`src/rtl/nibble_serial_add_ctrl.sv`:
```
`default_nettype none
// ============================================================================
// Module      : nibble_serial_add_ctrl
// Description : Adds two 4*NIBBLES-bit operands through one shared 4-bit
//               ripple-carry slice, one nibble per clock, LS nibble first.
// Revision    : 1.0  initial release
// ============================================================================
module nibble_serial_add_ctrl #(
    parameter int NIBBLES = 4
) (
    input  logic                 clk,
    input  logic                 rst,
    input  logic                 start,
    input  logic [4*NIBBLES-1:0] a,
    input  logic [4*NIBBLES-1:0] b,
    input  logic                 cin,
    output logic                 busy,
    output logic                 done,
    output logic [4*NIBBLES-1:0] sum,
    output logic                 cout
);

    localparam int W    = 4 * NIBBLES;
    localparam int IDXW = (NIBBLES > 1) ? $clog2(NIBBLES) : 1;
    localparam logic [IDXW-1:0] c_last_idx = IDXW'(NIBBLES - 1);

    typedef enum logic [0:0] {
        IDLE = 1'b0,
        RUN  = 1'b1
    } state_t;

    state_t          r_state;
    state_t          w_state_nxt;
    logic            w_load;
    logic            w_step;
    logic            w_last;

    logic [IDXW-1:0] r_idx;
    logic            r_carry;
    logic [W-1:0]    r_op_a;
    logic [W-1:0]    r_op_b;
    logic [W-1:0]    r_acc;
    logic [W-1:0]    r_sum;
    logic            r_cout;
    logic            r_done;

    logic [IDXW+1:0] w_sh;
    logic [3:0]      w_slice_a;
    logic [3:0]      w_slice_b;
    logic [3:0]      w_s;
    logic            w_co;
    logic [W-1:0]    w_acc_next;

    // Shared 4-bit slice, selected nibble addressed by r_idx
    assign w_sh      = {r_idx, 2'b00};
    assign w_slice_a = 4'(r_op_a >> w_sh);
    assign w_slice_b = 4'(r_op_b >> w_sh);
    assign {w_co, w_s} = 5'(w_slice_a) + 5'(w_slice_b) + 5'(r_carry);
    assign w_acc_next  = (r_acc & ~(W'(4'hF) << w_sh)) | (W'(w_s) << w_sh);

    always_ff @(posedge clk or posedge rst) begin
        if (rst) begin
            r_state <= IDLE;
        end else begin
            r_state <= w_state_nxt;
        end
    end

    always_comb begin
        w_state_nxt = r_state;
        w_load      = 1'b0;
        w_step      = 1'b0;
        w_last      = 1'b0;
        case (r_state)
            IDLE: begin
                if (start) begin
                    w_load      = 1'b1;
                    w_state_nxt = RUN;
                end
            end
            RUN: begin
                w_step = 1'b1;
                if (r_idx == c_last_idx) begin
                    w_last      = 1'b1;
                    w_state_nxt = IDLE;
                end
            end
            default: w_state_nxt = IDLE;
        endcase
    end

    always_ff @(posedge clk or posedge rst) begin
        if (rst) begin
            r_idx   <= '0;
            r_carry <= 1'b0;
            r_op_a  <= '0;
            r_op_b  <= '0;
            r_acc   <= '0;
            r_sum   <= '0;
            r_cout  <= 1'b0;
            r_done  <= 1'b0;
        end else begin
            r_done <= w_last;
            if (w_load) begin
                r_op_a  <= a;
                r_op_b  <= b;
                r_carry <= cin;
                r_idx   <= '0;
                r_acc   <= '0;
            end else if (w_step) begin
                r_acc   <= w_acc_next;
                r_carry <= w_co;
                r_idx   <= r_idx + 1'b1;
            end
            // Outputs only move on completion, never exposing partial sums
            if (w_last) begin
                r_sum  <= w_acc_next;
                r_cout <= w_co;
            end
        end
    end

    assign busy = (r_state == RUN);
    assign done = r_done;
    assign sum  = r_sum;
    assign cout = r_cout;

endmodule
`default_nettype wire

```
`config.mk`:
```
export PLATFORM = sky130hd
export DESIGN_NAME = nibble_serial_add_ctrl
export DESIGN_NICKNAME = d
export VERILOG_FILES = /design/src/rtl/nibble_serial_add_ctrl.sv
export SDC_FILE = /design/constraint.sdc
export NUM_CORES = 1
export LEC_CHECK = 0
export ABC_AREA = 0
export CAP_MARGIN = 20
export CORE_UTILIZATION = 42
export CTS_BUF_LIST = sky130_fd_sc_hd__clkbuf_4
export DETAILED_ROUTE_END_ITERATION = 6
export GPL_ROUTABILITY_DRIVEN = 0
export PLACE_DENSITY = 0.77
export RECOVER_POWER = 100
export SLEW_MARGIN = 30
export SYNTH_ARGS = -nofsm -noshare
export SYNTH_HDL_FRONTEND = slang
export SYNTH_SLANG_ARGS = --single-unit
```
`constraint.sdc`:
```
create_clock -name clk -period 3.2 [get_ports clk]
set_input_delay 0.64 -clock clk [delete_from_list [all_inputs] [get_ports clk]]
set_output_delay 0.64 -clock clk [all_outputs]
set_load 0.01 [all_outputs]
```
---- Yosys cells after proc, flatten, opt, wreduce, memory -nomap -nowiden ----
Index checks and enable logic that the tools add are counted.
word-level totals
  flip-flop bits (word level) ............. 70
  word-level logic and storage cells ...... 35
  output and inout bits ................... 19
cells by class
  equality and inequality tests ........... 1
  reductions and logical operators ........ 1
  shift operators ......................... 4
  multiplexer cells ....................... 13
  $add $sub $neg .......................... 3
  bitwise operators ....................... 4
operators with widths
  kind                                                                 number
  16-bit 2-to-1 mux                                                    2
  16-bit by 4-bit >> shifter with 4-bit output                         2
  16-bit AND                                                           1
  16-bit inverter                                                      1
  16-bit OR                                                            1
  4-bit by 4-bit left shift with 16-bit output                         1
  4-bit by 4-bit left shift with 16-bit output (first input constant)  1
  1-bit 2-to-1 mux                                                     8
  4-bit by 4-bit adder with 5-bit output                               1
  5-bit by 1-bit adder with 5-bit output                               1
  2-bit 2-to-1 mux                                                     2
  2-bit by 1-bit adder with 2-bit output (second input constant)       1
  2-bit == test (second input constant)                                1
  1-bit case mux with 2 select lines                                   1
  2-bit nonzero test                                                   1
  1-bit inverter                                                       1

---- Logic depth before layout (Yosys ltp) ----
  word-level depth ........................ 7
  depth in mapped cells ................... 8
  depth with buffers taken out ............ 6

---- Worst setup path after synthesis ----
No wires, ideal clock.
  path kind ............................... reg2reg
  start point ............................. register r_idx[0]
  end point ............................... register r_sum[2] (netlist: sum[2])
  arrival time ............................ 2.612 ns
  clock period less this slack ............ 2.738 ns
  stages on the path, launching flop included .. 9
  data required time ...................... 3.074 ns
  setup time .............................. 0.126 ns
  path slack .............................. 0.462 ns
  path through ............................ dfrtp_1 > buf_2 > buf_4 > mux4_2 > fa_1 > fa_1 > xor2_1 > a221oi_1 > nor2_1
between the ends
  longest elaborated chain between the ends .. 5
  elaborated cells between the ends (all ways) .. 12
  classes of those cells .................. add/sub (2); eq/ne (1); shift (4); mux (2); bitwise (3)
ends and longest elaborated chain
  item                                                             RTL line  text
  from (decl)                                                      38        logic [IDXW-1:0] r_idx;
  from (signal assigned)                                           113       r_idx <= r_idx + 1'b1;
  16-bit by 4-bit >> shifter with 4-bit output (on tied branches)  56, 57
  4-bit by 4-bit adder with 5-bit output                           58        assign {w_co, w_s} = 5'(w_slice_a) + 5'(w_slice_b) + 5'(r_carry);
  5-bit by 1-bit adder with 5-bit output                           58
  4-bit by 4-bit left shift with 16-bit output                     59        assign w_acc_next = (r_acc & ~(W'(4'hF) << w_sh)) | (W'(w_s) << w_sh);
  16-bit OR                                                        59
  to (signal assigned)                                             117       r_sum <= w_acc_next;
  to (decl)                                                        43        logic [W-1:0] r_sum;
Parallel ways exist; a longest one is shown, timed or not.
A chain may end at the register's enable or synchronous reset.

---- Worst setup path in the final report ----
Same ends and word-level chain as after synthesis.

==> flow_summary.toml <==
[status]
status = "complete, no violations"

[clocking]
htree_levels = 3
hold_buffers = 0
cts_resized = 0
clkSinkCount = 66
cts_tree = "yes"
numCtsBuffers = 9
path_clk_slew_ns = 0.10
cts_root_buf = "clkbuf_4"
post-cts-setup-buffers = 0
clkLatencyLatePin_ns = 0.42
clockBufferDepth = 2

[die]
core_area_um2 = 7250
rows = 31
die_x_um = 88.6
start_util_pct = 43.4
pin_count = 55
die_h_um = 88.6
dieArea_um2 = 7850

[synthesis]
synth-edff-count = 0
synth_fp_nets = 287
synth_top_area_share_pct = 52.4
async_flop_share_pct = 100
ys_ff_latch = 66
synth_most_common_cell = "dfrtp_1"
netlist_top_cells_area = "dfrtp_1 52%, mux2_1 10%, mux4_2 5.7%, a32o_1 2.9%, ha_1 2.8%"
syn_area_per_cell_um2 = 13.0
synth_ff_type = "dfrtp_1"
syn_area_um2 = 3150
ys_top_cells_by_count = "66 x dfrtp_1, 29 x mux2_1, 20 x nor2_1"
ys_warn_count = 0
synth_top_area_cell = "dfrtp_1"
synthCells = 242
synth_cell_types = 40
ys_seq_area_share_pct = 52.4

[routing]
vias_per_cell = 5.47
route.detailed.drc = 0
drtAntennaViolNets = 0
firstDrtPassIters = 4
wl_um = 6540
vias = 2184
wl_per_cell_um = 16.4
drtIter0Drc = 126

[critical_path]
r2r-start = "r_idx[0]"
required_ns = 3.50
startpoint = "r_idx[0]"
cp-start-kind = "flip-flop"
end_kind = "flip-flop"
path_class = "flip-flop to flip-flop"
crit_fanout = 8
critPathArrivalTime_ns = 3.16

[grt]
antenna_found_initial = 0
grt_pass1_wl_um = 11100
grt_max_degree = 38
grt_usage_pct = 19.2
grt_overflow = 0
grt_pass1_vias = 2299

[sta]
max-slew-margin-rel_pct = 22.1
fin_skew_ns = 0.00988
fmaxAchievable_mhz = 349
timing.setup.tns_ns = 0
setup_ws_ns = 0.338
rsz0062_at_grt = "no"
setup_viol = 0
min_period_ns = 2.86
tightest_slew_ns = 1.17
slew_violations = 0
fin_crit_sh_pct = 89.4
hold_violations = 0

[placed_design]
io_buffers = 54
place_hpwl_um = 4620
place_worst_setup_slack_ns = 0.389
postPlaceCellArea_um2 = 3770

[power]
p_leak_nw = 1.69
p_per_area_nw_per_um2 = 1180
ir_drop_mv = 0.611

[worst_hold_path]
worstHoldStart = "r_op_a[11]"
hp-class = "flip-flop to flip-flop"

[job]
maxCapViolCount = 0

[cells_and_area]
fin_nets = 340
num-fill-cells = 644
layout-drive-gt1-share_pct = 12.0
fin_area_um2 = 3950
area_growth_pct = 25.2
num_antenna_cells = 0
per-layer routing:
metal  routed length [um]  global-route usage [%]  share of wire (%)
met5                    0                       0                  0
met2                 3330                    31.7                 51
met1                 2710                    24.3                 41
met4                   46                    5.43               0.70
met3                  451                    6.25                6.9
cell families after synthesis:
family                     after synthesis  share of synthesized area [%]
adders and majority gates                9                           4.05
AOI/OAI and AO/OA                       43                           11.2
muxes                                   44                           18.5
DFF                                     66                           52.4
and+or+nand+nor                         51                           8.90
buffers and inverters                   28                           4.69
xor gates and xnor gates                 1                          0.278
power by group:
group	total [mW]	internal, mW	switching [mW]	leakage (nW)
registers	1.47	1.23	0.238	0.805
logic	2.41	1.07	1.34	0.783
clock network	0.779	0.474	0.305	0.106
metrics by stage:
stage	utilization [%]	cells	hold WS, ns	total power, mW
after floorplan	-	242	0.452	3.24
after global placement	52.0	383	0.462	3.91
after detailed placement	52.0	383	0.475	4.00
after CTS	54.8	399	0.500	4.81
after global routing	54.4	399	0.524	5.01
final	54.4	399	0.498	4.66
cells in the final DEF (no fill, tap or decap), drive strengths merged, types with 2 or more instances in the layout:
cell            n
o211ai          3
a21o            3
mux2i           3
buf             2
a22o            3
fa              2
inv             9
clkdlybuf4s50  33
or4             3
mux2           33
a221oi          9
nand4b          2
nor2           21
dlygate4sd3    21
dfrtp          66
ha              7
o2111ai         6
clkinv          2
o21ai           2
and4b           3
nand3           6
mux4            8
clkbuf         14
bufinv          4
a21oi           5
a32o            9
nand2           6
nor2b           4
final cells by class:
type / instances / area, um2 / share of cell area [%]
Clock buffer: 9 / 67.6 / 1.71
Clock inverter: 7 / 141 / 3.58
Inverter: 9 / 33.8 / 0.856
Multi-Input combinational cell: 148 / 1350 / 34.2
Sequential cell: 66 / 1650 / 41.9
Tap cell: 99 / 124 / 3.14
Timing Repair Buffer: 61 / 578 / 14.7
state kept, by name, summed over array words and instances, names as in the netlist:
signal	count
busy	1
cout	1
done	1
r_acc	12
r_carry	1
r_idx	2
r_op_a	16
r_op_b	16
sum	16
worst max-delay path, cell delays in order, from the launching register on:
cell and delay [ns]:
dfrtp_1 0.60, mux4_2 0.57, fa_1 0.45, fa_1 0.42
xor2_1 0.18, clkbuf_1 0.18, a221oi_1 0.29, nor2_1 0.06
final timing paths:
kind | to | slack, ns | cells after the start
setup / recovery | sum[2] | 0.34 | 7
hold / removal | r_op_a[11] | 0.50 | 1
setup reg to reg | sum[2] | 0.34 | 7
hold reg to reg | r_op_a[11] | 0.50 | 1
max in group asynchronous | r_idx[1] | 0.76 | 3
min in group asynchronous | done | 0.96 | 2
No activity file was read; power rests on OpenSTA's default activity.
==> RTL edit (same settings) <==
`NIBBLES`: 4 -> 16. Comments in the files are not updated.
--- a/src/rtl/nibble_serial_add_ctrl.sv
+++ b/src/rtl/nibble_serial_add_ctrl.sv
@@ -7,5 +7,5 @@
 // ============================================================================
 module nibble_serial_add_ctrl #(
-    parameter int NIBBLES = 4
+    parameter int NIBBLES = 16
 ) (
     input  logic                 clk,
Ports: changed (resized a, b and sum); port bits go from 55 to 199. The function was not compared with the original's and may differ.
==> RTL edit against the original RTL <==
  * The run now ends with capacitance limit, slew limit left
  * Total power grew to 3.7 times the old value
  * Cell area increased to 3.9 times the old value
  * Sequential cell count grew 198
  * Wire length rose to 5.3 times the old value
  * Critical path depth grew 4
  * Synthesized area increased to 3.8 times the old value
  * Sequential share of layout area is 1.2 points higher
  * Worst setup slack got worse by 0.28 ns
  * Count of clock-buffer cells in the layout increased by 92
  * Non-clock buffer count increased by 183
==> RTL edit: results (changes against the original RTL) <==
| Metric | Value |
|---|---|
| Post-layout min period | `3.137 ns (was 2.862 ns)` |
| Fraction of area in clock buffers and inverters | `5.860% (was 5.297%)` |
| Initial drt markers | `1131 (was 126)` |
| Switching part of the total | `41.59% (was 40.44%)` |
| Slowest cell delay on critical path | `0.49 ns (was 0.60 ns)` |
| Outcome | `complete, but fails checks (was completed)` |
| Post-CTS Resized | `3 (was 0)` |
| Fin Hold WS | `0.4569 ns (was 0.4978 ns)` |
| Static Leak | `7.292 nW (was 1.694 nW)` |
| P_comb | `8.48 mW (was 2.41 mW)` |
| Max transition margin | `-1.078% (was 22.09%)` |
| Sequential standard cell area | `6609 sq um (was 1652 sq um)` |
| Share of cells above drive strength 1 | `13.65% (was 12.00%)` |
| Global routing met2 resource utilization | `38.37% (was 31.68%)` |
| Port bufs | `198 (was 54)` |
| Wire per inst | `18.56 um (was 16.39 um)` |
| Layout filler cell count | `2427 (was 644)` |
| Seq_cells | `264 (was 66)` |
| Global-route wire length before repair | `54410 um (was 11060 um)` |
| Placed cells | `1747 (was 383)` |
| Tot GR Track Use | `24.47% (was 19.20%)` |
| Crit-path slowest cell | `mux4_2 (was dfrtp_1)` |
| Fraction of standard cell area in multi-input logic | `32.29% (was 34.19%)` |
| Failing checks | `capacitance limit, slew limit` |
| Clkbuf count | `101 (was 9)` |
| Met1 global-route usage | `32.41% (was 24.31%)` |
| Post-CTS Setup Bufs | `1 (was 0)` |
| Clock Latency Late Sink | `0.69 ns (was 0.42 ns)` |
| # Max-Cap Violations | `1 (was 0)` |
| Slew Viols, Final | `62 (was 0)` |
| DP Wirelength | `23990 um (was 4616 um)` |
| P_clk | `3.00 mW (was 779 uW)` |
| WL met3 | `2725 um (was 451 um)` |
| NonClk Buf Share | `15.48% (was 14.65%)` |
| Vias in the first global route | `10130 (was 2299)` |
| Inverters | `7 (was 9)` |
| Power per cell area | `1125 nW/um^2 (was 1182 nW/um^2)` |
| Via density | `5.427 (was 5.474)` |
| Worst Path Arrival | `3.73 ns (was 3.16 ns)` |
| NumNets Final | `1589 (was 340)` |
| Avg Inst Size Synth | `9.837 sq um (was 13.02 sq um)` |
| Max IR drop VDD | `0.6753 mV (was 0.6111 mV)` |
| Largest net degree at the start of global routing | `129 (was 38)` |
| Routed wire length | `34760 um (was 6539 um)` |
| Detail Route met2 WL | `16310 um (was 3329 um)` |
| Register clock-pin slew on the reported worst setup and hold paths | `0.06 ns (was 0.10 ns)` |
| M3 GR Usage | `4.303% (was 6.250%)` |
| Critical path peak fanout | `6 (was 8)` |
| Synth area leaders | `dfrtp_1, nand2_1, mux4_1, mux4_2, a221oi_1 (was dfrtp_1, mux2_1, mux4_2, a32o_1, ha_1)` |
| Pre-antenna DRT Iters | `6 (was 4)` |
| Non-clk bufs | `244 (was 61)` |
| Cts bufs inserted | `72 (was 9)` |
| Final Cell Area | `15330 sq um (was 3945 sq um)` |
| DIE AREA | `29110 sq um (was 7852 sq um)` |
| Longest Clk Path Bufs | `3 (was 2)` |
| Distinct cells, synth | `53 (was 40)` |
[RTL edit: cell types whose count changed in the layout (fill, tap and decap cells not counted), sizes merged, moves of 46 or more]
cell,delta
nor2,+52
dlygate4sd3,+46
o21ai,+50
nand2,+488
clkbuf,+97
clkdlybuf4s50,+98
dfrtp,+198
[RTL edit: path summary, 6_finish.rpt]
check / to / from / cells after the start
min: sum[47] / sum[47] / 2
min in group asynchronous: r_op_a[15] / rst / 2
max: r_acc[50] / r_idx[0] / 11
max reg2reg: r_acc[50] / r_idx[0] / 11
min reg2reg: sum[47] / sum[47] / 2
max in group asynchronous: r_acc[29] / rst / 3
[RTL edit: logic make-up (layout without fill, tap and decap cells)]
kind of cell | Yosys count | after routing | share of synthesized area [%]
DFF | 264 | 264 | 55.32
muxes | 32 | 32 | 6.600
AOI/OAI and AO/OA | 179 | 179 | 10.74
and+or+nand+nor | 632 | 632 | 21.72
xor gates and xnor gates | 3 | 3 | 0.4401
adders and majority gates | 11 | 11 | 1.278
buffers and inverters | 93 | 374 | 3.908
